==> config.mk <==
export PLATFORM = sky130hd
export DESIGN_NAME = branch_pred_ctrl_flat
export DESIGN_NICKNAME = d
export VERILOG_FILES = /design/src/rtl/branch_pred_ctrl_if.sv /design/src/rtl/branch_pred_ctrl.sv /design/src/flat_wrapper.sv
export SDC_FILE = /design/constraint.sdc
export NUM_CORES = 1
export LEC_CHECK = 0
export CAP_MARGIN = 30
export CORE_UTILIZATION = 45
export CTS_BUF_LIST = sky130_fd_sc_hd__clkbuf_4 sky130_fd_sc_hd__clkbuf_8 sky130_fd_sc_hd__clkbuf_16
export DETAILED_ROUTE_END_ITERATION = 10
export GPL_TIMING_DRIVEN = 0
export PLACE_DENSITY = 0.84
export SYNTH_ARGS = -nofsm -noshare
export SYNTH_HDL_FRONTEND = slang
export SYNTH_SLANG_ARGS = --single-unit
==> constraint.sdc <==
create_clock -name clk -period 2.6 [get_ports clk]
set_clock_uncertainty 0.2 [all_clocks]
set_input_delay 0.52 -clock clk [delete_from_list [all_inputs] [get_ports clk]]
set_output_delay 0.52 -clock clk [all_outputs]
set_load 0.02 [all_outputs]
==> src/rtl/branch_pred_ctrl_if.sv <==
// Signal bundle between branch_pred_ctrl (slave) and its fetch/execute/predictor
// environment (master).
interface branch_pred_ctrl_if;
    logic       lookup_valid;
    logic       lookup_ready;
    logic       pred_valid;
    logic       pred_taken;
    logic       resolve_valid;
    logic       resolve_taken;
    logic       mispredict;
    logic       resolve_err;
    logic       pred_request;
    logic       pred_prediction;
    logic       pred_result;
    logic       pred_actual;
    logic [2:0] inflight_count;
    logic [7:0] mispredict_cnt;

    modport slave (
        input  lookup_valid, resolve_valid, resolve_taken, pred_prediction,
        output lookup_ready, pred_valid, pred_taken, mispredict, resolve_err,
               pred_request, pred_result, pred_actual, inflight_count, mispredict_cnt
    );

    modport master (
        output lookup_valid, resolve_valid, resolve_taken, pred_prediction,
        input  lookup_ready, pred_valid, pred_taken, mispredict, resolve_err,
               pred_request, pred_result, pred_actual, inflight_count, mispredict_cnt
    );
endinterface

==> src/rtl/branch_pred_ctrl.sv <==
// Branch prediction controller: tracks outstanding predictions in a FIFO, checks them
// against resolved outcomes and flushes on a mispredict.
module branch_pred_ctrl #(
    parameter int DEPTH = 4
) (
    input logic               clk,
    input logic               rst_n,
    branch_pred_ctrl_if.slave bp
);
    localparam int PTR_W = (DEPTH > 1) ? $clog2(DEPTH) : 1;
    localparam int CNT_W = $clog2(DEPTH + 1);
    localparam logic [CNT_W-1:0] DEPTH_C = CNT_W'(DEPTH);
    localparam logic [0:0] ST_RUN   = 1'b0;
    localparam logic [0:0] ST_FLUSH = 1'b1;

    logic [0:0]       r_state;
    logic [DEPTH-1:0] r_fifo;
    logic [PTR_W-1:0] r_wr_ptr;
    logic [PTR_W-1:0] r_rd_ptr;
    logic [CNT_W-1:0] r_count;
    logic             r_pred_valid;
    logic             r_mispredict;
    logic             r_resolve_err;
    logic [7:0]       r_mispredict_cnt;

    logic [CNT_W-1:0] w_inflight;
    logic             w_ready;
    logic             w_accept;
    logic             w_pop;
    logic             w_mispred;
    logic             w_push;
    logic             w_err;

    function automatic logic [PTR_W-1:0] next_ptr(input logic [PTR_W-1:0] ptr);
        if (ptr == PTR_W'(DEPTH - 1)) begin
            next_ptr = {PTR_W{1'b0}};
        end else begin
            next_ptr = ptr + PTR_W'(1);
        end
    endfunction

    // The pending prediction occupies a slot but cannot be popped until it lands in the FIFO.
    assign w_inflight = r_count + CNT_W'(r_pred_valid);
    assign w_ready    = rst_n && (r_state == ST_RUN) && (w_inflight < DEPTH_C);
    assign w_accept   = bp.lookup_valid && w_ready;
    assign w_pop      = rst_n && bp.resolve_valid && (r_count != {CNT_W{1'b0}});
    assign w_mispred  = w_pop && (r_fifo[r_rd_ptr] != bp.resolve_taken);
    assign w_push     = r_pred_valid && !w_mispred;
    assign w_err      = bp.resolve_valid && (r_count == {CNT_W{1'b0}});

    assign bp.lookup_ready   = w_ready;
    assign bp.pred_request   = w_accept;
    assign bp.pred_valid     = r_pred_valid;
    assign bp.pred_taken     = r_pred_valid ? bp.pred_prediction : 1'b0;
    assign bp.pred_result    = w_pop;
    assign bp.pred_actual    = w_pop ? bp.resolve_taken : 1'b0;
    assign bp.mispredict     = r_mispredict;
    assign bp.resolve_err    = r_resolve_err;
    assign bp.inflight_count = 3'(w_inflight);
    assign bp.mispredict_cnt = r_mispredict_cnt;

    // FSM, FIFO bookkeeping, strobes and mispredict counter.
    always_ff @(posedge clk or negedge rst_n) begin
        if (!rst_n) begin
            r_state          <= ST_RUN;
            r_fifo           <= {DEPTH{1'b0}};
            r_wr_ptr         <= {PTR_W{1'b0}};
            r_rd_ptr         <= {PTR_W{1'b0}};
            r_count          <= {CNT_W{1'b0}};
            r_pred_valid     <= 1'b0;
            r_mispredict     <= 1'b0;
            r_resolve_err    <= 1'b0;
            r_mispredict_cnt <= 8'd0;
        end else begin
            case (r_state)
                ST_RUN:   r_state <= w_mispred ? ST_FLUSH : ST_RUN;
                ST_FLUSH: r_state <= ST_RUN;
                default:  r_state <= ST_RUN;
            endcase
            r_mispredict  <= w_mispred;
            r_resolve_err <= w_err;
            r_pred_valid  <= w_accept && !w_mispred;
            if (w_mispred) begin
                r_count  <= {CNT_W{1'b0}};
                r_wr_ptr <= {PTR_W{1'b0}};
                r_rd_ptr <= {PTR_W{1'b0}};
                if (r_mispredict_cnt != 8'hFF) begin
                    r_mispredict_cnt <= r_mispredict_cnt + 8'd1;
                end
            end else begin
                if (w_push) begin
                    r_fifo[r_wr_ptr] <= bp.pred_taken;
                    r_wr_ptr         <= next_ptr(r_wr_ptr);
                end
                if (w_pop) begin
                    r_rd_ptr <= next_ptr(r_rd_ptr);
                end
                r_count <= r_count + CNT_W'(w_push) - CNT_W'(w_pop);
            end
        end
    end
endmodule

==> src/flat_wrapper.sv <==
// flat-port wrapper written by rule: the top's interface ports become plain ports
module branch_pred_ctrl_flat 
#(
    parameter int DEPTH = 4
)
  (clk, rst_n, bp_lookup_valid, bp_resolve_valid, bp_resolve_taken, bp_pred_prediction, bp_lookup_ready, bp_pred_valid, bp_pred_taken, bp_mispredict, bp_resolve_err, bp_pred_request, bp_pred_result, bp_pred_actual, bp_inflight_count, bp_mispredict_cnt);
  branch_pred_ctrl_if bp_i ();
  input logic clk;
  input logic rst_n;
  input wire logic [$bits(bp_i.lookup_valid)-1:0] bp_lookup_valid;
  input wire logic [$bits(bp_i.resolve_valid)-1:0] bp_resolve_valid;
  input wire logic [$bits(bp_i.resolve_taken)-1:0] bp_resolve_taken;
  input wire logic [$bits(bp_i.pred_prediction)-1:0] bp_pred_prediction;
  output wire logic [$bits(bp_i.lookup_ready)-1:0] bp_lookup_ready;
  output wire logic [$bits(bp_i.pred_valid)-1:0] bp_pred_valid;
  output wire logic [$bits(bp_i.pred_taken)-1:0] bp_pred_taken;
  output wire logic [$bits(bp_i.mispredict)-1:0] bp_mispredict;
  output wire logic [$bits(bp_i.resolve_err)-1:0] bp_resolve_err;
  output wire logic [$bits(bp_i.pred_request)-1:0] bp_pred_request;
  output wire logic [$bits(bp_i.pred_result)-1:0] bp_pred_result;
  output wire logic [$bits(bp_i.pred_actual)-1:0] bp_pred_actual;
  output wire logic [$bits(bp_i.inflight_count)-1:0] bp_inflight_count;
  output wire logic [$bits(bp_i.mispredict_cnt)-1:0] bp_mispredict_cnt;
  assign bp_i.lookup_valid = bp_lookup_valid;
  assign bp_i.resolve_valid = bp_resolve_valid;
  assign bp_i.resolve_taken = bp_resolve_taken;
  assign bp_i.pred_prediction = bp_pred_prediction;
  assign bp_lookup_ready = bp_i.lookup_ready;
  assign bp_pred_valid = bp_i.pred_valid;
  assign bp_pred_taken = bp_i.pred_taken;
  assign bp_mispredict = bp_i.mispredict;
  assign bp_resolve_err = bp_i.resolve_err;
  assign bp_pred_request = bp_i.pred_request;
  assign bp_pred_result = bp_i.pred_result;
  assign bp_pred_actual = bp_i.pred_actual;
  assign bp_inflight_count = bp_i.inflight_count;
  assign bp_mispredict_cnt = bp_i.mispredict_cnt;
  branch_pred_ctrl #(.DEPTH(DEPTH)) u_core (.clk(clk), .rst_n(rst_n), .bp(bp_i));
endmodule
; ---- Word-level counts from Yosys, hierarchy flattened
; Cells that the tools add are included.
[totals]
reg_bits = 23
input_bits = 6
word_cells = 58
[classes]
add_sub_neg = 6
magnitude_cmp = 4
n_eq_ne = 4
mux = 16
bitwise_logic = 2
reduce_logical = 17
[ops]
columns = op, count
row1 = two-way mux 2 bit, 6
row2 = logical AND 1 bit, 10
row3 = adder 8 x 1 -> 8 bit (second input constant), 1
row4 = inequality test 8 bit (second input constant), 1
row5 = adder 3 x 1 -> 3 bit, 2
row6 = less-than comparator 2 x 3 -> 1 bit (second input constant), 2
row7 = two-way mux 1 bit, 5
row8 = adder 2 x 1 -> 2 bit (second input constant), 2
row9 = bitwise mux 4 bit, 1
row10 = equality test 2 bit (second input constant), 2
row11 = AND reduction 2 bit, 2
row12 = nonzero test 2 bit, 2
row13 = logical NOT 3 bit, 1
row14 = less-than comparator 3 bit (second input constant), 1
row15 = two-way mux 3 bit, 1
row16 = nonzero test 3 bit, 1
row17 = subtractor 3 x 1 -> 3 bit, 1
row18 = binary-select mux 1 bit (select 2 bit), 1
row19 = demux 1 bit (select 2 bit), 1
row20 = greater-or-equal comparator 2 x 1 -> 1 bit (second input constant), 1
row21 = inverter 1 bit, 2
row22 = one-hot mux 1 bit (2 select lines), 1
row23 = logical NOT 1 bit, 1
row24 = inequality test 1 bit, 1

; ---- Longest topological paths before layout
; Gate-level depths: netlist of the first run.
[logic_depth]
word_depth = 9
mapped_depth = 14

; ---- Worst setup path before layout of the first run
; No wires, ideal clock.
[synth_path]
path_type = reg-to-output
from = register u_core.r_pred_valid (netlist: u_core.bp.pred_valid)
to = output bp_pred_request
arrival_time_ns = 2.032
required_ns = 1.880
slack_ns = -0.152
stages_incl_launch_ff = 6
n_path_buf = 0
path_cell_list = dfrtp_1 > ha_1 > ha_1 > xor2_1 > nor3b_1 > and2_1
[synth_via]
elab_chain_cells = 4
[synth_lines]
columns = item, line
row1 = "start, declared", branch_pred_ctrl.sv:21  ; logic r_pred_valid;
row2 = "start signal, assigned", branch_pred_ctrl.sv:82  ; r_pred_valid <= w_accept && !w_mispred;
row3 = adder 3 x 1 -> 3 bit, branch_pred_ctrl.sv:43  ; assign w_inflight = r_count + CNT_W'(r_pred_valid);
row4 = via bp_inflight_count[2], flat_wrapper.sv:22  ; output wire logic [$bits(bp_i.inflight_count)-1:0] bp_inflight_count;
row5 = less-than comparator 3 bit, branch_pred_ctrl.sv:44  ; assign w_ready = rst_n && (r_state == ST_RUN) && (w_inflight < DEPTH_C);
row6 = logical AND 1 bit, branch_pred_ctrl.sv:44
row7 = via bp_lookup_ready, flat_wrapper.sv:14  ; output wire logic [$bits(bp_i.lookup_ready)-1:0] bp_lookup_ready;
row8 = logical AND 1 bit, branch_pred_ctrl.sv:45  ; assign w_accept = bp.lookup_valid && w_ready;
row9 = "end, declared", flat_wrapper.sv:19  ; output wire logic [$bits(bp_i.pred_request)-1:0] bp_pred_request;
; The timed path passes the listed nets, and every way through them passes these cells.

; ---- Final worst setup path of the first run
[layout_path]
from = register u_core.r_rd_ptr[1]
to = register u_core.r_count[2]
[layout_via]
elab_chain_cells = 9
[layout_lines]
columns = item, line
row1 = "start, declared", branch_pred_ctrl.sv:19  ; logic [PTR_W-1:0] r_rd_ptr;
row2 = "start signal, assigned", branch_pred_ctrl.sv:68  ; r_rd_ptr <= {PTR_W{1'b0}};
row3 = "start signal, assigned", branch_pred_ctrl.sv:86  ; r_rd_ptr <= {PTR_W{1'b0}};
row4 = "start signal, assigned", branch_pred_ctrl.sv:96  ; r_rd_ptr <= next_ptr(r_rd_ptr);
row5 = binary-select mux 1 bit (select 2 bit) (*), branch_pred_ctrl.sv:47  ; assign w_mispred = w_pop && (r_fifo[r_rd_ptr] != bp.resolve_taken);
row6 = two-way mux 1 bit (not written as such) (*), branch_pred_ctrl.sv:47
row7 = inequality test 1 bit (*), branch_pred_ctrl.sv:47
row8 = logical AND 1 bit (*), branch_pred_ctrl.sv:47
row9 = logical NOT 1 bit, branch_pred_ctrl.sv:48  ; assign w_push = r_pred_valid && !w_mispred;
row10 = logical AND 1 bit, branch_pred_ctrl.sv:48
row11 = adder 3 x 1 -> 3 bit, branch_pred_ctrl.sv:98  ; r_count <= r_count + CNT_W'(w_push) - CNT_W'(w_pop);
row12 = subtractor 3 x 1 -> 3 bit, branch_pred_ctrl.sv:98
row13 = two-way mux 3 bit (*), branch_pred_ctrl.sv:83  ; if (w_mispred) begin
row14 = "end signal, assigned", branch_pred_ctrl.sv:69  ; r_count <= {CNT_W{1'b0}};
row15 = "end signal, assigned", branch_pred_ctrl.sv:84  ; r_count <= {CNT_W{1'b0}};
row16 = "end signal, assigned", branch_pred_ctrl.sv:98
row17 = "end, declared", branch_pred_ctrl.sv:20  ; logic [CNT_W-1:0] r_count;
; Mark *: on every way between the ends. The rest lies on a longest branch, timed or not. The select of a mux whose other input is x is not followed.
; A chain may end at the register's enable or synchronous reset.

==> flow_metrics.tcl, run 1 <==
set metrics [dict create \
    p_leak_nw 0.7964 \
    ys.flop_type "dfrtp_1" \
    grt_pass1_vias 926 \
    slew_headroom_pct 72.06 \
    syn_nets 136 \
    synth_common_cells "23 x dfrtp_1, 11 x nand2_1, 9 x ha_1" \
    route.vias.total 963 \
    grtUsageTotal_pct 20.07 \
    die-area_um2 2998 \
    reg2regPathDepth 11 \
    io_pins 25 \
    startpoint_type "flop" \
    viasPerCell 5.234 \
    synthAdderAreaFrac_pct 10.59 \
    post_dp_cell_area_um2 1559 \
    grt_overflow_total 0 \
    max_cap_violations 0 \
    p_total_mw 1.656 \
    crit_arrival_ps 2590 \
    yosys_warnings 0 \
    async_reset_ff_share_pct 100.0 \
    ys_types 35 \
    globalplace.congestion 0.8037 \
    cts.root.buffer_cell "clkbuf_4" \
    htreeDepth 1 \
    cts_max_path_buffers 2 \
    synth_top_family_by_area "simple AND/OR/NAND/NOR gates" \
    portBuffers 24 \
    p_switching_uw 695.5 \
    synth.top_cell.area_share_pct 45.95 \
    synth_compound_area_share_pct 8.192 \
    internal_power_uw 961.0 \
    cp.required_ps 2610 \
    hold_viol_final 0 \
    finalNonFillerCells 184 \
    coreArea_um2 2545 \
    rr_endpoint "u_core.r_count[2]" \
    rows 18 \
    synth_xor_area_share_pct 6.294 \
    reg2reg_from "u_core.r_rd_ptr[1]" \
    final_nets 171 \
    dieWidth_um 54.76 \
    status "finished clean" \
    setup_viol_count_final 0 \
    synth_area_um2 1252 \
    maxSlewViolCount 0 \
    ir_drop_mv 0.6410 \
    ys_seq_elements 23 \
    syn2layout_area_growth_pct 33.77 \
    fp.dieH_um 54.76 \
    rsz0062_at_grt "true" \
    antenna_found_initial 0 \
    clock_latency_ps 310 \
    synth_area_leaders "dfrtp_1 46%, ha_1 9.0%, xor2_1 4.9%" \
    sw_frac_of_total_pct 41.99 \
    clk_pin_slew_worst_paths_ps 120 \
    grt_pass1_wl_um 4202 \
    cts.sink_count 23 \
    dpl_worst_slack_ps -956.9 \
    finalCriticalPeriod_ps 2577 \
    dr.pass1.iters 4 \
    reg2reg_slack_ps 20 \
    layout-drive-gt1-share_pct 22.08 \
    fmax_ghz 0.3881 \
    cts_buffers 3 \
    drc_errors 0 \
    synth_top_cell_by_area "dfrtp_1" \
    grt_max_degree 23 \
    n_antenna_cell 0 \
    critPathKind "reg2reg" \
    avgSynthCellArea_um2 10.44 \
    power_frac_comb_pct 51.1 \
    dp.cells 175 \
    muxShareOfSynthArea_pct 5.395 \
    ant_nets 0 \
    end_kind "flop" \
    hp-class "in2async" \
    min_period_over_period_pct 99.10 \
    synthCells 120 \
    cts_tree "yes" \
    start_util_pct 49.21 \
    finalWorstSetupSlack_ps 23.31 \
    drt_iter0_markers 15 \
    post-route-cell-area_um2 1675 \
    synth_edf_count 0 \
    synth-simple-area-share_pct 19.18 \
    drt-total-wl_um 2517 \
    yosysSeqAreaShare_pct 45.95 \
    post-dp-hpwl_um 1820 \
    seqPwrFrac_pct 38.2 \
    worstMarginPinSlew_ps 416.3 \
    wire_per_inst_um 13.68 \
    power_density_nw_per_um2 988.7 \
    power.share.clock_pct 10.7 \
    synth.most_common_cell "dfrtp_1" \
    worstPathMaxFanout 4 \
]
==> layout by cell type, fill, tap and decap left out, types with 2 or more instances in the layout <==
| cell | n |
|---|---|
| a21o_1 | 2 |
| a21oi_1 | 2 |
| and2_1 | 3 |
| buf_4 | 6 |
| buf_6 | 3 |
| clkbuf_4 | 4 |
| clkdlybuf4s50_1 | 16 |
| dfrtp_1 | 21 |
| dfrtp_2 | 2 |
| dlygate4sd2_1 | 3 |
| ha_1 | 8 |
| inv_1 | 4 |
| mux2_4 | 2 |
| mux2i_1 | 2 |
| nand2_1 | 10 |
| nand2b_1 | 2 |
| nand3_1 | 7 |
| nor2_1 | 6 |
| nor2_4 | 2 |
| nor2b_1 | 2 |
| nor3_1 | 4 |
| o21ai_0 | 8 |
| xnor2_1 | 2 |
| xor2_1 | 6 |
==> per-layer routing <==
metal | vias up | share of wire [%] | track usage, %
li1 | 480 | - | -
met1 | 461 | 44 | 25.04
met2 | 20 | 51 | 34.74
met3 | 2 | 4.6 | 5.833
met4 | 0 | 0.48 | 2.564
met5 | - | 0 | 0
==> power by group through the flow <==
stage | Sequential (mW) | Combinational (mW) | Clock [mW]
after floorplan | 0.651 | 0.464 | 0
after global placement | 0.612 | 0.749 | 0
after detailed placement | 0.621 | 0.795 | 0
after CTS | 0.620 | 0.815 | 0.181
after global routing | 0.653 | 0.926 | 0.197
final | 0.632 | 0.846 | 0.178
==> per-stage QoR <==
stage | util, % | TNS [ps] | hold WS [ps]
after floorplan | - | 0 | 24.41
after global placement | 60.67 | -17770 | 252.1
after detailed placement | 61.26 | -6312 | 265.4
after CTS | 64.01 | -27.98 | 18.74
after global routing | 65.83 | -143.6 | 11.29
final | 65.83 | 0 | 19.20
==> flip-flops by register name, indices dropped and copies added, names as in the netlist <==
register / count
u_core.bp.mispredict: 1
u_core.r_state: 1
u_core.bp.pred_valid: 1
u_core.r_rd_ptr: 2
u_core.bp.mispredict_cnt: 8
u_core.r_wr_ptr: 2
u_core.r_count: 3
u_core.r_fifo: 4
u_core.bp.resolve_err: 1
==> worst max path at each step <==
stage	start	to	cells after the start
after detailed placement	rst_n	u_core.r_count[2]	16
final	u_core.r_rd_ptr[1]	u_core.r_count[2]	11
after CTS	u_core.r_rd_ptr[1]	u_core.r_count[2]	11
after global placement	rst_n	u_core.r_count[2]	15
after global routing	u_core.r_count[0]	u_core.r_count[2]	13
after floorplan	u_core.r_rd_ptr[1]	u_core.r_count[2]	12
==> critical path, stage by stage, from the launching register on <==
cell	delay, ps
dfrtp_2	430
mux2i_2	260
mux2_4	330
o211a_1	130
buf_6	120
nor2_4	70
ha_1	140
inv_1	50
fa_2	350
xor2_2	160
xnor2_1	160
nor2_1	60
==> layout make-up <==
class / count / area [um2]
fillers: 206 / 869.6
multi-input cells: 88 / 671.9
inverters: 5 / 23.77
clock buffers: 4 / 30.03
repair buffers: 31 / 306.5
plain buffers: 3 / 27.53
flip-flops and latches: 23 / 578.1
well taps: 30 / 37.54
==> cell families (layout without fill, tap and decap cells) <==
| logic type | after synthesis | after routing |
|---|---|---|
| xor+xnor | 9 | 9 |
| simple gates | 46 | 46 |
| buf+inv | 9 | 43 |
| flops | 23 | 23 |
| compound gates | 17 | 17 |
| fa+ha+maj | 10 | 10 |
| mux | 6 | 6 |
==> what timing repair did <==
action,4_1_cts,5_1_grt
resized for setup,20,13
buffers inserted,3,2
endpoints found under the setup margin,9,7
hold buffers,1,0
endpoints found under the hold margin,3,0
cloned,0,0
pin swaps,2,4
Note: power is estimated with default switching activity, not from simulation.
==> run 2, diff against run 1 <==
RECOVER_POWER = 25   (was not set)
==> results of run 2 <==
Same layout as run 1: the final DEF is identical, and so are final timing and power.
==> run 3, diff against run 2 <==
CORE_UTILIZATION = 48   (was 45)
CTS_BUF_LIST = sky130_fd_sc_hd__clkbuf_8   (was sky130_fd_sc_hd__clkbuf_4 sky130_fd_sc_hd__clkbuf_8 sky130_fd_sc_hd__clkbuf_16)
PLACE_DENSITY = 0.88   (was 0.84)
==> run 3 against run 2 <==
Fmax down 0.18%. Hold slack better by 67 ps. Critical path type unchanged. Worst setup slack worse by 4.5 ps. Critical path depth unchanged.
==> flow_metrics.tcl, run 3 (synthesized netlist as in run 1, its figures left out) <==
set metrics [dict create \
    drt-total-wl_um 3456 \
    cpMaxStageDelayCell "dfrtp_2" \
    power_frac_comb_pct 51.1 \
    seqPwrFrac_pct 35.8 \
    p_total_mw 1.790 \
    route.vias.total 1100 \
    hp-class "in2async" \
    ant_nets 0 \
    dr.pass1.iters 4 \
    sw_frac_of_total_pct 42.46 \
    post-dp-hpwl_um 1676 \
    drc_errors 0 \
    grt_pass1_vias 1014 \
    internal_power_mw 1.030 \
    max_cap_violations 0 \
    crit_arrival_ps 2550 \
    worstMarginPinSlew_ps 711.6 \
    layout_common_cells "21 x dfrtp_1, 18 x buf_4, 16 x clkdlybuf4s50_1, 11 x nand2_1" \
    drt_iter0_markers 24 \
    htreeDepth 1 \
    syn2layout_area_growth_pct 42.16 \
    hold_viol_final 0 \
    coreArea_um2 2477 \
    dp.cells 175 \
    dieWidth_um 53.08 \
    rows 18 \
    grtUsageTotal_pct 24.56 \
    globalplace.congestion 0.8326 \
    end_kind "flop" \
    layout-drive-gt1-share_pct 27.06 \
    grt_overflow_total 0 \
    start_util_pct 50.56 \
    antenna_found_initial 0 \
    fp.dieH_um 53.08 \
    layout_commonest_cell "dfrtp_1" \
    maxSlewViolCount 0 \
    finalCriticalPeriod_ps 2581 \
    status "finished clean" \
    portBuffers 24 \
    clk_pin_slew_worst_paths_ps 90 \
    p_switching_uw 760.0 \
    startpoint_type "flop" \
    finalNonFillerCells 200 \
    n_antenna_cell 0 \
    fmax_ghz 0.3874 \
    worstPathMaxFanout 3 \
    clock_latency_ps 270 \
    cts.root.buffer_cell "clkbuf_8" \
    die-area_um2 2817 \
    cts_buffers 3 \
    setup_viol_count_final 0 \
    fin_setup_tns_ps 0 \
    critPathKind "reg2reg" \
    post-route-cell-area_um2 1780 \
    p_leak_nw 0.8591 \
    cts.sink_count 23 \
    wire_per_inst_um 17.28 \
    final_nets 187 \
    power.share.clock_pct 13.2 \
    post_dp_cell_area_um2 1559 \
    grt_max_degree 19 \
    final_util_pct 71.87 \
    cp_slowest_stage_delay_ps 430 \
    largest_reg_flops 8 \
    worstPathCellList "mux2i_2 -> mux2_4 -> o211a_1 -> buf_6 -> nor2_2 -> ha_2 -> inv_2 -> fa_2 -> xor2_1 -> xnor2_1 -> nor2_1" \
    grt_pass1_wl_um 4788 \
    slew_headroom_pct 52.56 \
    viasPerCell 5.500 \
    ir_drop_mv 0.5900 \
    cts_max_path_buffers 2 \
    rsz0062_at_grt "true" \
    cp.required_ps 2560 \
    io_pins 25 \
    power_density_nw_per_um2 1005 \
    min_period_over_period_pct 99.28 \
    cts_tree "yes" \
]
[run 3: cell count changes in the layout (fill, tap and decap cells not counted), moves of 2 or more]
cell           before  now
buf_4               6   18
clkbuf_1            0    3
clkbuf_4            4    0
clkbuf_8            0    3
dlygate4sd2_1       3    5
[run 3: metal layers]
layer / vias up / routed length [um] / global-route usage (%)
met2: 34 / 1740 / 39.87
met1: 546 / 1437 / 30.56
met5: - / 0 / 0
li1: 507 / - / -
met3: 13 / 156 / 5.460
met4: 0 / 122 / 11.84
[run 3: path summary, 6_finish.rpt]
kind / startpoint / to / slack, ps / depth (start not counted)
max reg2reg: u_core.r_rd_ptr[1] / u_core.r_count[2] / 20 / 11
min in group clk: u_core.r_state / u_core.r_state / 270 / 1
min reg2reg: u_core.r_state / u_core.r_state / 270 / 1
max: u_core.r_rd_ptr[1] / u_core.r_count[2] / 20 / 11
min: rst_n / u_core.r_fifo[1] / 90 / 3
max in group asynchronous: rst_n / u_core.r_rd_ptr[1] / 1440 / 3
[run 3: worst max-delay path, delay by kind of cell, from the launching register on]
| family | cells | cell delay (ps) |
|---|---|---|
| AOI/OAI and AO/OA | 1 | 130 |
| xor gates and xnor gates | 2 | 320 |
| DFF | 1 | 430 |
| adders and majority gates | 2 | 530 |
| buffers and inverters | 2 | 170 |
| muxes | 2 | 590 |
| and+or+nand+nor | 2 | 120 |
[run 3: repair_timing]
item / CTS / global route
endpoints found under the hold margin: 3 / 3
pin swaps: 7 / 5
hold buffers: 1 / 1
gates resized for setup: 22 / 10
cloned: 1 / 0
buffers inserted: 14 / 5
setup endpoints to repair: 10 / 3
[run 3: metrics by stage]
stage / worst slack, ps / hold WS [ps]
floorplan: 2.577 / 24.41
global placement: -1374 / 253.1
detailed placement: -941.4 / 252.3
CTS: 10.33 / 12.03
global route: -83.06 / 94.14
finish: 18.78 / 86.02
[run 3: power by group through the flow]
stage	clock [mW]	combinational [mW]	sequential, mW
after floorplan	0	0.464	0.651
after global placement	0	0.746	0.612
after detailed placement	0	0.776	0.621
after CTS	0.224	0.855	0.616
after global routing	0.248	0.982	0.652
final	0.236	0.914	0.640
[run 3: area by class of cell]
type,instances,area [um2]
fillers,170,696.9
multi-input cells,88,666.9
flip-flops and latches,23,578.1
repair buffers,47,400.4
clock buffers,3,41.29
well taps,30,37.54
plain buffers,3,27.53
inverters,5,23.77
clock inverters,1,5.005
==> RTL change 1, RTL diff (flow settings as in run 1) <==
`DEPTH` is set to 4 in 2 places; all go to 2.
--- a/src/rtl/branch_pred_ctrl.sv
+++ b/src/rtl/branch_pred_ctrl.sv
@@ -1,7 +1,7 @@
 // Branch prediction controller: tracks outstanding predictions in a FIFO, checks them
 // against resolved outcomes and flushes on a mispredict.
 module branch_pred_ctrl #(
-    parameter int DEPTH = 4
+    parameter int DEPTH = 2
 ) (
     input logic               clk,
     input logic               rst_n,
--- a/src/flat_wrapper.sv
+++ b/src/flat_wrapper.sv
@@ -1,7 +1,7 @@
 // flat-port wrapper written by rule: the top's interface ports become plain ports
 module branch_pred_ctrl_flat 
 #(
-    parameter int DEPTH = 4
+    parameter int DEPTH = 2
 )
   (clk, rst_n, bp_lookup_valid, bp_resolve_valid, bp_resolve_taken, bp_pred_prediction, bp_lookup_ready, bp_pred_valid, bp_pred_taken, bp_mispredict, bp_resolve_err, bp_pred_request, bp_pred_result, bp_pred_actual, bp_inflight_count, bp_mispredict_cnt);
   branch_pred_ctrl_if bp_i ();
Formal check against the unedited RTL: not equivalent (Yosys sat finds a counterexample within 4 cycles, from zero or initial values and one cycle with rst_n low).
==> RTL change 1 against run 1 <==
  * Power is 24% lower
  * Sequential share of layout area grew 0.31 points
  * Sequential cell count decreased by 5
  * Wire length shrank 16%
  * Cell area decreased by 23%
  * Critical path type is now input port to output port
  * Register-to-register slack better by 0.20 ns
  * Highest routed layer unchanged
  * Synthesized area down 25%
  * Worst hold slack better by 0.24 ns
  * Worst setup slack improved by 0.058 ns
==> RTL change 1: results (changes against run 1) <==
| Metric | Value |
|---|---|
| Outcome | `finished, final reports clean` |
| Post-DP Area | `1210 µm² (-22%)` |
| RR Startpoint | `u_core.r_rd_ptr$_DFFE_PN0P_` |
| DR iter-0 viols | `20 (+5)` |
| DP HPWL | `1.42 mm (-22%)` |
| GRT Overall Usage | `20.7% (+0.65 points)` |
| CP top delay family | `buffers and inverters` |
| Reg2reg setup slack | `0.22 ns (+0.20 ns)` |
| Final hold slack | `0.262 ns (+0.243 ns)` |
| CTS clk-pin slew, worst paths | `0.10 ns (-0.02 ns)` |
| Vias in the first global route | `698 (-25%)` |
| Synth unique cells | `29 (-17%)` |
| Worst R2R End | `u_core.r_count[1]$_DFF_PN0_` |
| Critical-path maximum fanout | `5 (+1)` |
| Worst hold path type | `flip-flop to flip-flop` |
| Routability cong. | `0.745 (-7.3%)` |
| Port buffer count | `23 (-4.2%)` |
| Post-Syn Nets | `98 (-28%)` |
| Synth cell count leaders | `18 x dfrtp_1, 8 x nand2_1, 7 x and2_1` |
| Arrival time worst endpoint | `1.80 ns (-0.79 ns)` |
| Reg2Reg Depth | `8 (-3)` |
| Peak VDD IR | `0.469 mV (-27%)` |
| Layout cells sized above 1 | `18.3% (-3.7 points)` |
| Internal power | `0.747 mW (-22%)` |
| Largest net degree at the start of global routing | `19 (-17%)` |
| Leakage | `0.606 nW (-24%)` |
| Post-route insts no fill | `147 (-20%)` |
| Sequential share of the synthesized area | `47.9% (+2.0 points)` |
| Max stage delay cell, worst path | `clkdlybuf4s50_1` |
| Avg Cell Area, Syn | `10.6 µm² (+1.2%)` |
| Avg Vias per Cell | `5.35 (+2.3%)` |
| Clock Latency Late Sink | `0.29 ns (-0.02 ns)` |
| First-pass GRT wire length | `3.10 mm (-26%)` |
| Worst Setup EP | `bp_pred_actual` |
| Ranking of synthesized cells by area | `dfrtp_1 48%, mux2_2 6.0%, and2_1 4.7%` |
| Inst Count DP | `139 (-21%)` |
## RTL change 1: power by group through the flow
stage | clock network (mW) | logic [mW] | registers, mW
6_report | 0.172 | 0.608 | 0.482
5_1_grt | 0.191 | 0.659 | 0.500
4_1_cts | 0.176 | 0.576 | 0.473
3_5_place_dp | 0 | 0.560 | 0.473
3_3_place_gp | 0 | 0.545 | 0.466
2_1_floorplan | 0 | 0.301 | 0.502
## RTL change 1: layer usage
| layer | wire, µm | track usage [%] |
|---|---|---|
| met5 | 0 | 0 |
| met4 | 68 | 13.9 |
| met2 | 1030 | 32.7 |
| met1 | 917 | 24.8 |
| met3 | 87 | 5.28 |
## RTL change 1: kinds of logic (layout without fill, tap and decap cells)
kind of cell | after synthesis | after routing | synth area share (%)
muxes | 8 | 8 | 9.32
adders and majority gates | 3 | 3 | 4.00
and+or+nand+nor | 37 | 37 | 21.7
DFF | 18 | 18 | 47.9
xor gates and xnor gates | 8 | 8 | 7.46
AOI/OAI and AO/OA | 11 | 11 | 7.59
buffers and inverters | 3 | 34 | 1.60
other | 1 | 1 | 0.399
## RTL change 1: final cells by class
cell class | count | area [µm²]
inverter | 2 | 8.76
multi-input combinational | 68 | 512
fill | 166 | 664
clock buffer | 4 | 36.3
timing repair buffer | 27 | 248
tap | 27 | 33.8
buffer | 1 | 7.51
sequential | 18 | 452
## RTL change 1: through the flow
stage | setup TNS (ns) | setup slack (ns)
floorplan | 0 | 0.219
global placement | -11.11 | -1.17
detailed placement | -12.05 | -1.22
CTS | -0.0161 | -0.0161
global route | 0 | 0.000187
finish | 0 | 0.0817
## RTL change 1: repair_timing
action | 4_1_cts | 5_1_grt
hold buffers | 1 | 0
buffers inserted | 2 | 1
gates resized for setup | 16 | 4
endpoints found under the setup margin | 20 | 4
pin swaps | 0 | 2
hold endpoints to repair | 18 | 0
==> RTL change 2, RTL diff (flow settings as in run 1) <==
Without the edit above. Put a register stage on the output `bp.inflight_count`. The value now appears one clock later.
--- a/src/rtl/branch_pred_ctrl.sv
+++ b/src/rtl/branch_pred_ctrl.sv
@@ -56,7 +56,9 @@
     assign bp.pred_actual    = w_pop ? bp.resolve_taken : 1'b0;
     assign bp.mispredict     = r_mispredict;
     assign bp.resolve_err    = r_resolve_err;
-    assign bp.inflight_count = 3'(w_inflight);
+    always_ff @(posedge clk) begin
+        bp.inflight_count <= 3'(w_inflight);
+    end
     assign bp.mispredict_cnt = r_mispredict_cnt;
 
     // FSM, FIFO bookkeeping, strobes and mispredict counter.
Formal check against the unedited RTL: not equivalent (Yosys sat finds a counterexample within 4 cycles, from zero or initial values and one cycle with rst_n low).
==> RTL change 2 against run 1 <==
  * Non-clock buffer count shrank 1
  * Worst setup slack gained 0.022 ns
  * Power grew 4.2%
  * Count of clock-buffer cells in the layout is the same
  * Cell area grew 2.2%
  * Critical endpoint unchanged
  * Sequential cell count grew 3
  * Synthesized area grew 5.5%
  * Combinational power shrank 2%
  * Via count grew 2.0%
  * Wire length grew 4.6%
==> RTL change 2: results (changes against run 1) <==
| Metric | Value |
|---|---|
| Fill count | `222 (+7.8%)` |
| Post-Syn Nets | `135 (-0.74%)` |
| Reg2Reg Depth | `10 (-1)` |
| GRT Overall Usage | `18.8% (-1.2 points)` |
| Synth unique cells | `34 (-2.9%)` |
| Nets | `170 (-0.58%)` |
| Sw Share | `39.5% (-2.5 points)` |
| H-tree depth | `1 (unchanged)` |
| Slowest stage delay, CP | `0.49 ns (+0.06 ns)` |
| Critical-path maximum fanout | `6 (+2)` |
| Vias in the first global route | `989 (+6.8%)` |
| Reg2reg setup slack | `0.05 ns (+0.02 ns)` |
| Layout cells sized above 1 | `20.3% (-1.8 points)` |
| TritonCTS buffer count | `3 (unchanged)` |
| DP HPWL | `1.86 mm (+2.1%)` |
| Worst R2R End | `u_core.r_count[2]$_DFF_PN0_` |
| Ranking of synthesized cells by area | `dfrtp_1 44%, ha_1 8.5%, xor2_1 5.3%` |
| Peak VDD IR | `0.771 mV (+20%)` |
| Post-DP Area | `1620 µm² (+3.9%)` |
| Max stage delay cell, worst path | `clkdlybuf4s50_1` |
| Async SR Flop Fraction | `88.5% (-12 points)` |
| RR Startpoint | `u_core.r_rd_ptr[1]$_DFFE_PN0P_` |
| CTS clk-pin slew, worst paths | `0.14 ns (+0.02 ns)` |
| DR iter-0 viols | `15 (unchanged)` |
| Final WL | `2.63 mm (+4.6%)` |
| Clock Latency Late Sink | `0.33 ns (+0.02 ns)` |
| Avg Vias per Cell | `5.34 (+2.0%)` |
| Largest net degree at the start of global routing | `15 (-35%)` |
| Outcome | `finished, final reports clean` |
| Routability cong. | `0.791 (-1.6%)` |
| First-pass GRT wire length | `4.49 mm (+6.9%)` |
| Max-slew headroom | `67.3% (-4.8 points)` |
| CP top delay family | `buffers and inverters` |
| Yosys Warn Count | `0 (unchanged)` |
| Synth cell count leaders | `23 x dfrtp_1, 12 x nand2_1, 9 x ha_1` |
| Sequential share of the synthesized area | `48.1% (+2.2 points)` |
| Antenna Cells | `0 (unchanged)` |
| Leakage | `0.805 nW (+1.1%)` |
[RTL change 2: worst register-to-register path, stage by stage (launching register included)]
cell and delay (ns):
dfrtp_1 0.44, mux2i_1 0.27, mux2_4 0.35, o211a_4 0.15
and2b_2 0.20, ha_1 0.13, inv_1 0.04, fa_2 0.33
xor2_1 0.16, xnor2_1 0.13, nor2_1 0.05
[RTL change 2: power groups by stage]
stage               clock network [mW]  logic (mW)  registers (mW)
finish                           0.206       0.833           0.686
global route                     0.231       0.918           0.706
CTS                              0.214       0.811           0.681
detailed placement                   0       0.774           0.696
global placement                     0       0.742           0.684
floorplan                            0       0.430           0.752
[RTL change 2: cell families (layout without fill, tap and decap cells)]
| group | after synthesis | count (layout) | synth area share, % |
|---|---|---|---|
| compound gates | 15 | 15 | 7.96 |
| mux | 6 | 6 | 4.73 |
| buf+inv | 7 | 41 | 3.41 |
| fa+ha+maj | 10 | 10 | 10.0 |
| xor+xnor | 10 | 10 | 7.20 |
| simple gates | 45 | 45 | 18.6 |
| flops | 26 | 26 | 48.1 |
[RTL change 2: metrics by stage]
stage                     TNS, ns  setup WS, ns  hold WS, ns  instances
after global routing      -0.0907       -0.0585       0.0355        184
after floorplan                 0        0.0395       0.0244        119
final                           0        0.0457       0.0298        184
after global placement     -18.13         -1.38        0.257        174
after CTS                       0       0.00149       0.0291        183
after detailed placement    -9.61         -1.05        0.290        175
[RTL change 2: worst max-delay path by stage]
stage	startpoint	cells past startpoint	to	slack [ns]
floorplan	u_core.r_rd_ptr[1]$_DFFE_PN0P_	10	u_core.r_count[2]$_DFF_PN0_	0.04
global placement	rst_n	13	u_core.r_count[2]$_DFF_PN0_	-1.38
finish	bp_resolve_valid	12	u_core.r_count[2]$_DFF_PN0_	0.05
global route	u_core.r_rd_ptr[1]$_DFFE_PN0P_	10	u_core.r_count[2]$_DFF_PN0_	-0.06
CTS	u_core.r_count[0]$_DFF_PN0_	6	bp_pred_actual	0.001
detailed placement	rst_n	13	u_core.r_count[2]$_DFF_PN0_	-1.05
[RTL change 2: timing repair]
| item | 4_1_cts | 5_1_grt |
|---|---|---|
| resized for setup | 14 | 10 |
| pin swaps | 1 | 3 |
| hold buffers | 1 | 0 |
| setup buffers | 4 | 1 |
| hold endpoints to repair | 11 | 0 |
| endpoints found under the setup margin | 7 | 4 |
[RTL change 2: layout make-up]
class                   count  area [µm²]  area share, %
plain buffers               2        17.5           1.02
clock buffers               4        36.3           2.12
multi-input cells          86         669           39.1
repair buffers             31         295           17.2
well taps                  31        38.8           2.26
flip-flops and latches     26         636           37.1
inverters                   4        20.0           1.17
[RTL change 2: metal layers]
metal	vias up	wire (µm)	global-route usage (%)
met2	17	1370	31.8
met4	0	55	9.41
met5	-	0	0
li1	482	-	-
met1	478	1130	23.1
met3	5	72	3.26
